**config.mk**
```make
export PLATFORM = sky130hd
export DESIGN_NAME = decode_pipe
export DESIGN_NICKNAME = d
export VERILOG_FILES = /design/src/rtl/decode_pipe.sv
export SDC_FILE = /design/constraint.sdc
export NUM_CORES = 1
export LEC_CHECK = 0
export ABC_AREA = 1
export CAP_MARGIN = 15
export CELL_PAD_IN_SITES_DETAIL_PLACEMENT = 2
export CELL_PAD_IN_SITES_GLOBAL_PLACEMENT = 2
export CORE_ASPECT_RATIO = 1.75
export CORE_MARGIN = 2
export CORE_UTILIZATION = 35
export DETAILED_ROUTE_END_ITERATION = 10
export PLACE_DENSITY = 0.87
export RECOVER_POWER = 25
export SETUP_SLACK_MARGIN = 0.15
export SLEW_MARGIN = 30
export SYNTH_ARGS = -nofsm -noshare
export SYNTH_HDL_FRONTEND = slang
export SYNTH_SLANG_ARGS = --single-unit
```
**constraint.sdc**
```tcl
create_clock -name clk -period 4.1 [get_ports clk]
set_clock_uncertainty 0.05 [all_clocks]
set_input_delay 1.23 -clock clk [delete_from_list [all_inputs] [get_ports clk]]
set_output_delay 1.23 -clock clk [all_outputs]
set_load 0.01 [all_outputs]
```
**src/rtl/decode_pipe.sv**
```systemverilog
// Decode stage: F/D register, register file with PC alias, source select, immediate extend, registered D/E boundary.
// Optional same-cycle write-through bypass enabled by defining DECODE_BYPASS_EN.
module decode_pipe #(
    parameter int WIDTH = 32,
    parameter int NREGS = 16
) (
    input  logic                       clk,
    input  logic                       reset,
    input  logic [WIDTH-1:0]           InstrF,
    input  logic [WIDTH-1:0]           PCF,
    input  logic                       ValidF,
    input  logic                       StallD,
    input  logic                       FlushD,
    input  logic                       FlushE,
    input  logic [1:0]                 RegSrcD,
    input  logic [1:0]                 ImmSrcD,
    input  logic                       RegWriteW,
    input  logic [$clog2(NREGS)-1:0]   WA3W,
    input  logic [WIDTH-1:0]           ResultW,
    output logic [WIDTH-1:0]           InstrD,
    output logic                       ValidE,
    output logic [WIDTH-1:0]           RD1E,
    output logic [WIDTH-1:0]           RD2E,
    output logic [WIDTH-1:0]           ExtImmE,
    output logic [$clog2(NREGS)-1:0]   RA1E,
    output logic [$clog2(NREGS)-1:0]   RA2E,
    output logic [$clog2(NREGS)-1:0]   WA3E,
    output logic [WIDTH-1:0]           PCPlus8E
);

    localparam int AW = $clog2(NREGS);
    localparam logic [AW-1:0] PCIDX = AW'(NREGS - 1);

    logic [WIDTH-1:0] pcd;
    logic             validd;

    logic [AW-1:0]    ra1d;
    logic [AW-1:0]    ra2d;
    logic [AW-1:0]    wa3d;
    logic [WIDTH-1:0] pc8d;
    logic [WIDTH-1:0] rd1d;
    logic [WIDTH-1:0] rd2d;
    logic [WIDTH-1:0] immd;
    logic             hit1;
    logic             hit2;
    logic             bubble;
    logic             wr_en;

    // The top index aliases the PC, so only entries 0..NREGS-2 are ever written.
    logic [WIDTH-1:0] rf [NREGS];

    function automatic logic [AW-1:0] reg_field(input logic [3:0] f);
        return AW'(f);
    endfunction

    function automatic logic [WIDTH-1:0] ext_imm(input logic [WIDTH-1:0] instr,
                                                 input logic [1:0]       src);
        logic signed [WIDTH-1:0] se;
        se = {{(WIDTH-24){instr[23]}}, instr[23:0]};
        case (src)
            2'b00:   return {{(WIDTH-8){1'b0}}, instr[7:0]};
            2'b01:   return {{(WIDTH-12){1'b0}}, instr[11:0]};
            2'b10:   return se <<< 2;
            default: return '0;
        endcase
    endfunction

    // F/D boundary
    always_ff @(posedge clk) begin
        if (!reset) begin
            InstrD <= '0;
            pcd    <= '0;
            validd <= 1'b0;
        end else if (FlushD) begin
            InstrD <= '0;
            pcd    <= '0;
            validd <= 1'b0;
        end else if (!StallD) begin
            InstrD <= InstrF;
            pcd    <= PCF;
            validd <= ValidF;
        end
    end

    assign wr_en = RegWriteW && (WA3W != PCIDX);

    always_ff @(posedge clk) begin
        if (!reset) begin
            for (int i = 0; i < NREGS - 1; i++) begin
                rf[i] <= '0;
            end
        end else if (wr_en) begin
            rf[WA3W] <= ResultW;
        end
    end

    always_comb begin
        ra1d   = RegSrcD[0] ? PCIDX : reg_field(InstrD[19:16]);
        ra2d   = RegSrcD[1] ? reg_field(InstrD[15:12]) : reg_field(InstrD[3:0]);
        wa3d   = reg_field(InstrD[15:12]);
        pc8d   = pcd + WIDTH'(8);
        immd   = ext_imm(InstrD, ImmSrcD);
        bubble = FlushE || StallD || !validd;
`ifdef DECODE_BYPASS_EN
        hit1   = wr_en && (WA3W == ra1d);
        hit2   = wr_en && (WA3W == ra2d);
`else
        hit1   = 1'b0;
        hit2   = 1'b0;
`endif
        rd1d   = (ra1d == PCIDX) ? pc8d : (hit1 ? ResultW : rf[ra1d]);
        rd2d   = (ra2d == PCIDX) ? pc8d : (hit2 ? ResultW : rf[ra2d]);
    end

    // D/E boundary; a stall or an invalid D slot drops a bubble into E
    always_ff @(posedge clk) begin
        if (!reset || bubble) begin
            ValidE   <= 1'b0;
            RD1E     <= '0;
            RD2E     <= '0;
            ExtImmE  <= '0;
            RA1E     <= '0;
            RA2E     <= '0;
            WA3E     <= '0;
            PCPlus8E <= '0;
        end else begin
            ValidE   <= 1'b1;
            RD1E     <= rd1d;
            RD2E     <= rd2d;
            ExtImmE  <= immd;
            RA1E     <= ra1d;
            RA2E     <= ra2d;
            WA3E     <= wa3d;
            PCPlus8E <= pc8d;
        end
    end

endmodule

```
==> impl_metrics.yaml <==
clock_network:
  path_clk_slew_ns: 0.07
  cts_resized: 0
  clockRootBuffer: "clkbuf_16"
  cts_buffers: 74
  hold_buffers: 0
  cts_max_path_buffers: 3
  htreeDepth: 3
  cts_tree: "yes"
  clk_latency_ns: 0.72
  postCtsSetupBuffers: 0
  clkSinkCount: 712
sta:
  fin_setup_tns_ns: 0
  slew_headroom: -0.158
  setup_viol: 0
  worst_slew_pin_slew_ns: 1.74
  postLayoutSetupSlackWorst_ns: 0.202
  timing.final.crit_share: 0.951
  slew_violations: 196
  finalWorstPathRequiredPeriod_ns: 3.90
  rsz0062_at_grt: "false"
  hold_violations: 0
  max_freq_ghz: 0.257
global_route:
  overflow: 0
  grt_pass1_vias: 42100
  grt_pass1_wl_um: 303000
  grt_max_degree: 79
  antenna_found_initial: 26
  grt_use_total: 0.403
yosys:
  synth_area_leader_cell: "edfxtp_1"
  synth.distinct_cells: 38
  synthMuxAreaShare: 0
  netlist_area_mm2: 0.0359
  synth-simple-area-share: 0.265
  yosys.area_share.xor_xnor: 0.00244
  yosys-top-cells-area: "edfxtp_1, dfxtp_1, nand2_1"
  avgSynthCellArea_um2: 7.94
  synth.top_cell.area_share: 0.429
  synth_warnings: 0
  synth-adder-area-share: 0.000349
  synth_compound_area_frac: 0.0891
  syn_inst: 4517
  ys_seq_area_frac: 0.540
  synth_top_family_by_area: "simple AND/OR/NAND/NOR gates"
  synth_seq_cells: 712
critical_path:
  reg2reg_depth: 9
  r2r_slack_ns: 0.44
  crit_type: "input port to flip-flop"
  arrival_ns: 4.13
  r2r-end: "RD1E[17]"
  cp.required_ns: 4.34
  crit_fanout: 15
  r2r-start: "pcd[4]"
  start_kind: "input port"
  end_kind: "flip-flop"
floorplan:
  fp.dieH_um: 427
  die_area_mm2: 0.105
  row_count: 155
  fp.dieW_um: 246
  ios: 284
  core-area_mm2: 0.102
  start_util: 0.352
placement:
  pre_cts_ws_ns: 0.0906
  hpwl_um: 126000
  dpl_cell_area_mm2: 0.0409
  gp_congestion: 0.929
  portBuffers: 283
layout:
  seq_area_mm2: 0.0194
  fillCellCount: 11200
  multiInputGateArea_mm2: 0.0131
  drive_above_1_share: 0.0694
  final_cell_mix: "nand2_1, nor2_1, nand3_1, inv_1, edfxtp_1"
  final_common_cell: "nand2_1"
  nNetsFinal: 4863
  final_area_mm2: 0.0433
  area_delta_synth_final_pct: 20.8
power_and_ir_drop:
  leakagePower_nw: 18.3
  cellPowerDensity_mw_per_mm2: 422
  ir_drop_uv: 335
detailed_routing:
  dr.pass1.iters: 6
  wl_per_cell_um: 34.7
  drt_wl_total_um: 214000
  viasPerCell: 6.26
  antenna_left: 0
  drt_iter0_markers: 4423
  drc_errors: 0
  vias: 38500
outcome:
  status: "finished with violations"
  violations: "max-capacitance violations, max-slew violations"
hold_path:
  hold_class: "flip-flop to flip-flop"
  hold_path_depth: 2
  hold_end: "ExtImmE[30]"
  worstHoldStart: "InstrD[23]"
flow_run:
  drv_cap: 6
[state kept, by name (all words and copies together) (netlist names)]
| name | count |
|---|---|
| ValidE | 1 |
| ExtImmE | 26 |
| WA3E | 4 |
| RD1E | 32 |
| rf | 512 |
| InstrD | 32 |
| pcd | 32 |
| RA1E | 4 |
| RA2E | 4 |
| RD2E | 32 |
| PCPlus8E | 32 |
| validd | 1 |
[cells by family (layout without fill, tap and decap cells)]
kind of cell / count (synthesis) / count (layout)
compound gates: 582 / 582
xor+xnor: 10 / 10
fa+ha+maj: 1 / 1
buf+inv: 915 / 1178
flops: 712 / 712
other cells: 1 / 40
simple gates: 2296 / 2296
[per-layer routing]
metal / track usage / up-vias / part of all wire
met3: 0.133 / 1321 / 0.11
li1: - / 15100 / -
met1: 0.412 / 19000 / 0.32
met4: 0.366 / 27 / 0.10
met2: 0.650 / 3059 / 0.46
met5: 0.00514 / - / 0.0011
[worst max-delay path: stages]
cell and delay, ns:
dlygate4sd3_1 0.68, nand2_1 0.23, nor2_1 0.46, nand2_2 0.12
nand2_1 0.14, clkbuf_1 1.24
[layout make-up]
cell class / instances / share of cell area
clock inverters: 26 / 0.00531
well taps: 1334 / 0.0385
multi-input cells: 2921 / 0.301
inverters: 585 / 0.0507
flip-flops and latches: 712 / 0.447
diodes: 8 / 0.000462
repair buffers: 457 / 0.105
clock buffers: 110 / 0.0516
[cell usage after synthesis, drive strengths merged]
cell type	count
clkinv	1
nand4	1
and3	1
inv	584
nand3b	3
xor2	3
nand3	641
or2	1
o22ai	8
dfxtp	200
o221ai	16
nor3	2
and2	1
ha	1
conb	1
a31oi	1
nand2	898
o211ai	42
a21oi	223
clkbuf	174
nor2	748
buf	156
edfxtp	512
o21ai	251
xnor2	7
a211oi	41
[worst max path at each step]
stage | startpoint | end | slack (ns) | cells after the start
6_report | reset | rf[13][4] | 0.20 | 6
5_1_grt | reset | rf[9][6] | 0.32 | 6
4_1_cts | pcd[4] | RD1E[17] | 0.65 | 9
3_5_place_dp | RegSrcD[1] | RD2E[14] | 0.09 | 12
3_3_place_gp | RegSrcD[1] | RD2E[14] | 0.17 | 12
2_1_floorplan | reset | rf[11][0] | 0.76 | 7
[where the power goes]
part,leakage (nW),switching [W],total (W),internal [W]
Combinational,10.6,0.00197,0.00266,0.000683
Clock,1.21,0.00337,0.00736,0.00399
Sequential,6.51,0.000219,0.00826,0.00804
[stage by stage]
step | power, W | utilization | hold WS [ns] | cells
2_1_floorplan | 0.00954 | - | 0.387 | 4548
3_3_place_gp | 0.0106 | 0.402 | 0.393 | 6009
3_5_place_dp | 0.0108 | 0.402 | 0.412 | 6009
4_1_cts | 0.0181 | 0.426 | 0.424 | 6145
5_1_grt | 0.0186 | 0.425 | 0.460 | 6149
6_report | 0.0183 | 0.426 | 0.426 | 6153
Power figures use the tool's default switching activity.
